==> config.mk <==
export PLATFORM = sky130hd
export DESIGN_NAME = stack_arbiter
export DESIGN_NICKNAME = d
export VERILOG_FILES = /design/src/rtl/stack_pkg.sv /design/src/rtl/stack_arbiter.sv
export SDC_FILE = /design/constraint.sdc
export NUM_CORES = 1
export LEC_CHECK = 0
export ABC_CLOCK_PERIOD_IN_PS = 1700
export CAP_MARGIN = 20
export CORE_ASPECT_RATIO = 0.6
export CORE_MARGIN = 3
export CORE_UTILIZATION = 37
export CTS_CLUSTER_SIZE = 24
export DETAILED_ROUTE_END_ITERATION = 16
export PLACE_DENSITY_LB_ADDON = 0.12
export SLEW_MARGIN = 20
export SYNTH_ARGS = -nofsm -noshare
export SYNTH_HDL_FRONTEND = slang
export SYNTH_SLANG_ARGS = --single-unit
==> constraint.sdc <==
create_clock -name clk -period 1.7 [get_ports clk]
set_input_delay 0.255 -clock clk [delete_from_list [all_inputs] [get_ports clk]]
set_output_delay 0.255 -clock clk [all_outputs]
set_load 0.01 [all_outputs]
==> src/rtl/stack_pkg.sv <==
// Shared definitions for the stack arbiter slice: operation encoding,
// controller state encoding and default geometry.
package stack_pkg;

  localparam int DATA_W_DEF = 8;
  localparam int DEPTH_DEF  = 256;

  localparam logic OP_PUSH = 1'b0;
  localparam logic OP_POP  = 1'b1;

  typedef enum logic [1:0] {
    S_IDLE,
    S_ACCESS,
    S_RESP
  } state_t;

endpackage

==> src/rtl/stack_arbiter.sv <==
// Round-robin controller sharing one LIFO stack between two requesters.
// Owns the stack pointer and the full/empty/count status, and sequences
// every push or pop through IDLE -> ACCESS -> RESP against an external
// synchronous single-port RAM (driven through the mem_* ports).
// Ports:
//   clk, rst_n            - clock, asynchronous active-low reset
//   clr                   - synchronous flush of the pointer (IDLE only)
//   req_valid/op/data     - per-requester request (op 0 = push, 1 = pop)
//   req_ready             - one-hot accept, high in the grant cycle
//   rsp_valid/err/data    - one-cycle completion to the granted requester
//   full, empty, count    - occupancy status decoded from the pointer
//   mem_we/addr/wdata     - RAM command
//   mem_rdata             - RAM registered read data
module stack_arbiter
  import stack_pkg::*;
#(
  parameter int  DATA_W = DATA_W_DEF,
  parameter int  DEPTH  = DEPTH_DEF,
  localparam int AW     = $clog2(DEPTH)
) (
  input  logic                clk,
  input  logic                rst_n,
  input  logic                clr,
  input  logic [1:0]          req_valid,
  input  logic [1:0]          req_op,
  input  logic [2*DATA_W-1:0] req_data,
  output logic [1:0]          req_ready,
  output logic [1:0]          rsp_valid,
  output logic                rsp_err,
  output logic [DATA_W-1:0]   rsp_data,
  output logic                full,
  output logic                empty,
  output logic [AW:0]         count,
  output logic                mem_we,
  output logic [AW-1:0]       mem_addr,
  output logic [DATA_W-1:0]   mem_wdata,
  input  logic [DATA_W-1:0]   mem_rdata
);

  localparam logic [AW:0] SP_ONE  = (AW+1)'(1);
  localparam logic [AW:0] SP_FULL = (AW+1)'(DEPTH);

  state_t            state_q, state_d;
  logic [AW:0]       sp_q, sp_d;
  logic [AW:0]       sp_dec;
  logic              last_grant_q, last_grant_d;
  logic              win;
  logic              grant;
  logic              op_err;

  logic              win_p0;
  logic              op_p0;
  logic [DATA_W-1:0] data_p0;
  logic              err_p1;

  assign full   = (sp_q == SP_FULL);
  assign empty  = (sp_q == '0);
  assign count  = sp_q;
  assign sp_dec = sp_q - SP_ONE;

  // With both requesters valid the one that did not win last time goes.
  assign win    = (req_valid == 2'b11) ? ~last_grant_q : req_valid[1];
  assign grant  = (state_q == S_IDLE) && !clr && (|req_valid);
  assign op_err = (op_p0 == OP_PUSH) ? full : empty;

  always_comb begin
    state_d      = state_q;
    sp_d         = sp_q;
    last_grant_d = last_grant_q;
    req_ready    = '0;
    rsp_valid    = '0;
    rsp_err      = 1'b0;
    rsp_data     = '0;
    mem_we       = 1'b0;
    mem_addr     = '0;
    mem_wdata    = '0;
    case (state_q)
      S_IDLE: begin
        if (clr) begin
          sp_d = '0;
        end else if (|req_valid) begin
          req_ready[win] = 1'b1;
          last_grant_d   = win;
          state_d        = S_ACCESS;
        end
      end
      S_ACCESS: begin
        if (!op_err) begin
          if (op_p0 == OP_PUSH) begin
            mem_we    = 1'b1;
            mem_addr  = sp_q[AW-1:0];
            mem_wdata = data_p0;
          end else begin
            mem_addr  = sp_dec[AW-1:0];
          end
        end
        state_d = S_RESP;
      end
      S_RESP: begin
        rsp_valid[win_p0] = 1'b1;
        rsp_err           = err_p1;
        if (!err_p1) begin
          if (op_p0 == OP_POP) begin
            rsp_data = mem_rdata;
            sp_d     = sp_dec;
          end else begin
            sp_d     = sp_q + SP_ONE;
          end
        end
        state_d = S_IDLE;
      end
      default: state_d = S_IDLE;
    endcase
  end

  // Accept stage: control state and latched request attributes.
  always_ff @(posedge clk or negedge rst_n) begin
    if (!rst_n) begin
      state_q      <= S_IDLE;
      sp_q         <= '0;
      last_grant_q <= 1'b1;
      win_p0       <= 1'b0;
      op_p0        <= OP_PUSH;
      err_p1       <= 1'b0;
    end else begin
      state_q      <= state_d;
      sp_q         <= sp_d;
      last_grant_q <= last_grant_d;
      if (grant) begin
        win_p0 <= win;
        op_p0  <= req_op[win];
      end
      // Access stage: error decision frozen for the response cycle.
      if (state_q == S_ACCESS) begin
        err_p1 <= op_err;
      end
    end
  end

  // Push data is never observed before it is captured, so it needs no reset.
  always_ff @(posedge clk) begin
    if (grant) begin
      data_p0 <= win ? req_data[2*DATA_W-1:DATA_W] : req_data[DATA_W-1:0];
    end
  end

endmodule

==> summary.txt, run 1 <==
Run status
  – Outcome: complete, but fails checks
  – Violations in the final reports: setup timing

Synth
  – Number of enable-type register cells in the synthesized netlist: 8
  – Mapped Nets: 200
  – Top_reg_cell synth: dfrtp_1
  – Post-synthesis instance area: 1556 µm²
  – Fraction of synthesis flops using an asynchronous set or reset pin: about 65%
  – Flop and latch count out of synthesis: 23
  – Per-instance average area after synthesis: 9.433 µm²
  – Library cells used by synthesis: 48
  – Seq/Total Area, Yosys: 39.63%
  – Count of yosys warnings during synthesis: 0
  – Number of instances in the synthesized netlist: 165

Power and ir drop
  – Clock network fraction of design power: 9.7%
  – Switching power total: between 1.5 and 2 mW
  – Power density normalized to cell area: 1187 nW/µm²
  – Static leakage: between 1 and 1.5 nW
  – Switching Fraction: a little over 40%
  – Proportion of power drawn by combinational gates: between 60% and 70%
  – Internal power: between 2 and 2.5 mW
  – Maximum vdd ir drop: between 0.6 and 0.7 mV
  – Total power after layout: between 3 and 4 mW
  – Sequential power share: 21.0%

Finish
  – Filler cell count in the final layout: 195
  – Final non-filler cell total: between 300 and 400
  – Final Cell Area: between 3000 and 4000 µm²
  – Storage element area: just over 600 µm²
  – Area used by multi-input combinational logic: around 1100 µm²
  – Area Overhead vs Synth: 108.4%
  – Number of inserted diodes: 0
  – Share of cells above drive strength 1: a little under three fifths
  – Net count of the finished layout: ~340

Worst setup path
  – Type of the setup path with the least slack: reg2out
  – Path depth of the worst reg2reg path: 10
  – Capturing element type of the critical path: primary output
  – Startpoint of the worst-slack reg-to-reg timing path: count[1]$_DFFE_PN0P_
  – Kind of launch point of the worst setup path: register
  – WP data required: around 1400 ps
  – Data arrival time of the critical path: 2090 ps
  – FF-to-FF End: count[4]$_DFFE_PN0P_
  – Internal reg-to-reg setup slack: -270 ps
  – Highest fanout seen on the critical path: 3

Route
  – Met1 layer wirelength in the final routing: between 3000 and 4000 µm
  – Routed length on met2: 3695 µm
  – Highest metal used: met4
  – Per-cell via count in the routed design: about 5.6
  – Wirelength, routed: 7813 µm
  – WL met3: roughly 740 µm
  – Post-route antenna net violation count: 0
  – Final routed DRC violation total: 0
  – First DRT Iteration DRCs: about 110
  – Via count: 2043
  – Count of TritonRoute iterations in the first routing pass: 4
  – Detailed-route wire length per cell: about 21 µm

STA
  – Number of hold violations in the final report: 0
  – Minimum clock period: approximately 2300 ps
  – Number of max-slew violations in the final report: 0
  – Final clock skew: roughly 2.3 ps
  – Relative slew slack: 72.51%
  – Setup-failing EPs final: 40
  – Worst-margin pin slew: 410.5 ps
  – Setup repair after global routing missed its margin: true
  – Setup ws final: -642.7 ps
  – Final-layout worst hold slack: around 290 ps
  – Share of the clock period used by the worst path after layout: 137.8%
  – Achievable clock frequency: 0.4269 GHz

Place
  – Global placer's final weighted congestion: ~0.86
  – Number of cells after detailed placement: approximately 330
  – Port bufs: around 70
  – HPWL Detailed: around 4200 µm
  – Placement-stage cell area: about 2700 µm²

GRT
  – First-pass GRT wire length: between 10000 and 15000 µm
  – Largest net degree at the start of global routing: 16
  – Antenna violations before repair: 0
  – Final global-route overflow total: 0
  – GRT Util Overall: around 25%
  – Vias in the first global route: 1967

Clocking
  – Clock-pin transition on the worst setup and hold timing paths: 90 ps
  – Root Buffer Master: clkbuf_8
  – Max H-tree Level: 1
  – CTS buffer count: 3
  – Post-CTS Hold Buffers: 0
  – Clock Tree Buf Depth: 2
  – Clock latency of the later-clocked register in the worst-skew pair: ~280 ps
  – CTS sink cnt: 23
  – TritonCTS clock tree: yes

Floorplanning
  – Initial Util: about 40%
  – Vert. Die Dim: approximately 56 µm
  – Count of boundary I/O pins: 72
  – Number of cell rows: 17
  – Core outline area: about 3800 µm²
  – Overall die area: just over 5000 µm²
  – Die X-Extent: 89.74 µm

Worst hold path
  – Tightest Hold Check Type: in2async

Flow run
  – Number of maximum-capacitance constraint violations: 0
-- per-stage QoR --
step	utilization [%]	TNS [ps]	setup WS [ps]
detailed placement	70.00	-13510	-521.7
finish	84.27	-12990	-642.7
global placement	70.00	-11160	-469.1
CTS	76.24	-9885	-589.9
floorplan	-	-1792	-219.3
global route	84.27	-14860	-701.1
-- layer usage --
metal,up-vias,GRT usage (%)
met2,150,42.09
met4,0,8.734
li1,871,-
met1,989,31.59
met5,-,0
met3,33,7.297
-- power groups by stage --
stage	sequential, mW	clock, mW	combinational (mW)
floorplan	0.821	0	0.834
global placement	0.786	0	1.73
detailed placement	0.794	0	1.79
CTS	0.790	0.354	2.03
global route	0.814	0.389	2.80
finish	0.807	0.372	2.67
-- worst max path at each step --
stage | start | end
after floorplan | count[0]$_DFFE_PN0P_ | mem_wdata[0]
after global placement | count[1]$_DFFE_PN0P_ | mem_wdata[1]
after detailed placement | count[1]$_DFFE_PN0P_ | mem_wdata[7]
after CTS | count[0]$_DFFE_PN0P_ | mem_wdata[7]
after global routing | count[1]$_DFFE_PN0P_ | mem_wdata[5]
final | count[1]$_DFFE_PN0P_ | mem_wdata[5]
-- synth_stat cells (3+ instances only) --
| library cell | count | area share (%) |
|---|---|---|
| a21oi_1 | 3 | 0.96 |
| xor2_1 | 5 | 2.8 |
| ha_1 | 4 | 3.2 |
| a31oi_1 | 3 | 1.2 |
| and2_1 | 10 | 4.0 |
| dfrtp_1 | 14 | 23 |
| clkbuf_1 | 3 | 0.72 |
| mux2_2 | 8 | 5.8 |
| xnor2_1 | 3 | 1.7 |
| edfxtp_1 | 8 | 15 |
| nor2_1 | 16 | 3.9 |
| a21boi_0 | 3 | 1.4 |
| and3_1 | 13 | 5.2 |
| buf_2 | 6 | 1.9 |
| inv_1 | 10 | 2.4 |
| nand2_1 | 13 | 3.1 |
| o21ai_0 | 6 | 1.9 |
-- worst max-delay path: stages, from the launching register on --
cell,delay (ps)
dfrtp_2,420
inv_2,80
ha_4,150
nor4b_4,260
and3_4,260
nor4_4,60
buf_6,110
buf_6,120
buf_6,110
and2_4,130
buf_6,110
-- what timing repair did --
action,CTS,global route
endpoints found under the setup margin,43,47
buffers inserted,25,21
gates cloned,1,1
pin swaps,12,23
resized for setup,166,59
-- area by class of cell --
cell class	count	area share [%]
clock buffers	3	1.273
clock inverters	1	0.1543
inverters	10	1.234
multi-input cells	121	32.82
flip-flops and latches	23	19.17
well taps	57	2.198
repair buffers	150	43.15
-- registers in the layout (all words and copies together) (netlist names) --
signal        flops
last_grant_q      1
data_p0           8
win_p0            1
state_q           2
op_p0             1
count             9
err_p1            1
-- kinds of logic after synthesis --
kind of cell / synth area share, %
multiplexers: 6.431
buffers and inverters: 6.029
AO/OA/AOI/OAI: 13.51
XOR/XNOR: 4.502
adder cells (fa/ha/maj): 3.216
AND/OR/NAND/NOR: 26.69
flip-flops: 39.63
-- cells in the final DEF (no fill, tap or decap), types with 2 or more instances in the layout --
cell type        netlist  final
and3_4                 0      8
a21boi_0               3      2
edfxtp_1               8      8
inv_2                  0      2
xor2_1                 5      5
o22a_1                 2      2
and3_1                13      5
buf_2                  6      9
clkdlybuf4s50_1        0     39
and2_4                 0      9
buf_6                  1     43
nor2_1                16      7
a21oi_1                3      2
nor2_4                 0      7
nand2_1               13     12
ha_1                   4      3
dfrtp_1               14     10
a31oi_1                3      2
nor2_2                 0      2
dfrtp_2                0      4
nor4b_4                1      2
a21o_1                 2      2
o21ai_0                6      6
mux2_2                 8      8
o31a_1                 2      2
xnor2_1                3      3
clkbuf_8               0      3
buf_4                  0     56
inv_1                 10      7
Note: power is estimated with default switching activity, not from simulation.
==> run 2, diff against run 1 <==
--- a/config.mk
+++ b/config.mk
@@ -7,7 +7,7 @@
 export LEC_CHECK = 0
 export ABC_CLOCK_PERIOD_IN_PS = 1700
 export CAP_MARGIN = 20
-export CORE_ASPECT_RATIO = 0.6
+export CORE_ASPECT_RATIO = 1.4
 export CORE_MARGIN = 3
 export CORE_UTILIZATION = 37
 export CTS_CLUSTER_SIZE = 24
==> summary.txt, run 2 (synthesized netlist as in run 1, its figures left out) <==
STA
  – Setup ws final: -536.8 ps (was -642.7 ps)
  – Achievable clock frequency: 0.4471 GHz (was 0.4269 GHz)
  – Minimum clock period: 2237 ps (was 2343 ps)
  – Worst-margin pin slew: 368.3 ps (was 410.5 ps)
  – Share of the clock period used by the worst path after layout: 131.6% (was 137.8%)
  – Setup-failing EPs final: 32 (was 40)
  – Total negative setup slack: -10280 ps (was -12990 ps)
  – Setup repair after global routing missed its margin: true (unchanged)
  – Number of max-slew violations in the final report: 0 (unchanged)
  – Number of hold violations in the final report: 0 (unchanged)
  – Final clock skew: 5.538 ps (was 2.280 ps)
  – Relative slew slack: 75.39% (was 72.51%)

Finish
  – Filler cell count in the final layout: 241 (was 195)
  – Commonest cells after routing, fill and taps aside: 53 x buf_6, 39 x buf_4, 37 x clkdlybuf4s50_1 (was 56 x buf_4, 43 x buf_6, 39 x clkdlybuf4s50_1)
  – Net count of the finished layout: 340 (was 344)
  – Area Overhead vs Synth: 107.6% (was 108.4%)
  – Post-layout util: 81.04% (was 84.27%)
  – Share of cells above drive strength 1: 54.93% (was 56.49%)
  – Number of inserted diodes: 0 (unchanged)
  – Number of flip-flops in the largest register: 9 (unchanged)
  – Leading cell type in the layout, fill and taps excluded: buf_6 (was buf_4)
  – Final Cell Area: 3231 µm² (was 3244 µm²)

Worst hold path
  – Tightest Hold Check Type: in2async (unchanged)

Power and ir drop
  – Maximum vdd ir drop: 0.4478 mV (was 0.6666 mV)
  – Static leakage: 1.479 nW (was 1.475 nW)
  – Power density normalized to cell area: 1082 nW/µm² (was 1187 nW/µm²)
  – Total power after layout: 3.496 mW (was 3.851 mW)

Flow run
  – Number of maximum-capacitance constraint violations: 0 (unchanged)

Route
  – Final routed DRC violation total: 0 (unchanged)
  – Detailed-route wire length per cell: 17.70 µm (was 21.41 µm)
  – Post-route antenna net violation count: 0 (unchanged)
  – First DRT Iteration DRCs: 81 (was 109)
  – Via count: 1860 (was 2043)
  – Per-cell via count in the routed design: 5.360 (was 5.597)
  – Wirelength, routed: 6143 µm (was 7813 µm)
  – Count of TritonRoute iterations in the first routing pass: 4 (unchanged)

GRT
  – First-pass GRT wire length: 8162 µm (was 10090 µm)
  – GRT Util Overall: 21.85% (was 25.29%)
  – Antenna violations before repair: 0 (unchanged)
  – Vias in the first global route: 1855 (was 1967)
  – Largest net degree at the start of global routing: 19 (was 16)
  – Final global-route overflow total: 0 (unchanged)

Worst setup path
  – Highest fanout seen on the critical path: 3 (unchanged)
  – Startpoint of the worst-slack reg-to-reg timing path: count[0]$_DFFE_PN0P_ (was count[1]$_DFFE_PN0P_)
  – Kind of launch point of the worst setup path: register (unchanged)
  – Capturing element type of the critical path: primary output (unchanged)
  – WP data required: 1440 ps (about the same)
  – Type of the setup path with the least slack: reg2out (unchanged)
  – Internal reg-to-reg setup slack: -240 ps (was -270 ps)
  – Data arrival time of the critical path: 1980 ps (was 2090 ps)
  – Path depth of the worst reg2reg path: 10 (unchanged)
  – FF-to-FF End: count[3]$_DFFE_PN0P_ (was count[4]$_DFFE_PN0P_)

Clocking
  – Post-CTS Hold Buffers: 0 (unchanged)
  – TritonCTS clock tree: yes (unchanged)
  – CTS buffer count: 3 (unchanged)
  – Clock Tree Buf Depth: 2 (unchanged)
  – Clock-pin transition on the worst setup and hold timing paths: 90 ps (about the same)
  – Clock latency of the later-clocked register in the worst-skew pair: 270 ps (was 280 ps)
  – Max H-tree Level: 1 (unchanged)
  – Root Buffer Master: clkbuf_8 (unchanged)
  – CTS sink cnt: 23 (unchanged)

Floorplanning
  – Count of boundary I/O pins: 72 (unchanged)
  – Core outline area: 3986 µm² (was 3850 µm²)
  – Number of cell rows: 27 (was 17)
  – Vert. Die Dim: 82.74 µm (was 56.24 µm)
  – Initial Util: 39.05% (was 40.43%)
  – Overall die area: 5032 µm² (was 5047 µm²)
  – Die X-Extent: 60.82 µm (was 89.74 µm)

Run status
  – Outcome: complete, but fails checks (unchanged)
  – Violations in the final reports: setup timing (unchanged)

Place
  – HPWL Detailed: 3728 µm (was 4224 µm)
  – Port bufs: 71 (unchanged)
  – Global placer's final weighted congestion: 0.8195 (was 0.8645)
  – Placement-stage cell area: 2628 µm² (was 2695 µm²)
-- run 2: cell count changes in the layout (fill, tap and decap cells not counted), moves of 3 or more --
cell and change:
nor2_1 +3, clkdlybuf4s15_1 +3, buf_4 -17, buf_6 +10
-- run 2: area by class of cell --
| class | count | area [µm²] | area share, % |
|---|---|---|---|
| clock buffer | 3 | 41.29 | 1.278 |
| tap | 43 | 53.80 | 1.665 |
| sequential | 23 | 621.8 | 19.25 |
| clock inverter | 1 | 5.005 | 0.1549 |
| inverter | 10 | 37.54 | 1.162 |
| multi-input combinational | 121 | 1079 | 33.38 |
| timing repair buffer | 146 | 1393 | 43.11 |
-- run 2: metrics by stage --
stage,setup WS [ps],cells,hold slack (ps)
6_report,-536.8,347,298.8
3_3_place_gp,-472.5,307,459.9
2_1_floorplan,-219.3,165,-40.59
4_1_cts,-579.7,342,310.0
3_5_place_dp,-510.4,307,467.9
5_1_grt,-610.2,347,326.8
-- run 2: worst max path at each step --
stage / startpoint / cells after the start / to / slack (ps)
finish: count[0]$_DFFE_PN0P_ / 8 / mem_addr[7] / -540
global route: count[1]$_DFFE_PN0P_ / 10 / mem_wdata[3] / -610
CTS: count[0]$_DFFE_PN0P_ / 10 / mem_wdata[3] / -580
detailed placement: count[1]$_DFFE_PN0P_ / 8 / mem_wdata[0] / -510
global placement: count[1]$_DFFE_PN0P_ / 8 / mem_wdata[3] / -470
floorplan: count[0]$_DFFE_PN0P_ / 6 / mem_wdata[0] / -220
-- run 2: power by group --
part | total, mW | internal [mW] | switching [mW] | leakage (nW)
sequential | 0.793 | 0.698 | 0.0950 | 0.264
clock | 0.357 | 0.164 | 0.192 | 0.0255
combinational | 2.35 | 1.29 | 1.06 | 1.19
-- run 2: timing repair --
item / CTS / global route
resized for setup: 180 / 57
buffers inserted: 33 / 13
setup endpoints to repair: 35 / 42
pin swaps: 20 / 23
cloned: 2 / 0
-- run 2: per-layer routing --
layer	vias up	part of all wire (%)	track usage, %	wire [µm]
met5	-	0	0	0
met4	0	2.6	8.026	157
met3	20	6.7	3.733	412
met2	96	57	45.50	3521
met1	887	33	19.71	2052
li1	857	-	-	-
-- run 2: critical path, stage by stage, from the launching register on --
cell and delay [ps]:
dfrtp_2 420, buf_4 140, buf_6 110, buf_6 110, nor4b_4 260, nand3_2 160
xor2_1 180, nor2_1 150, buf_2 180
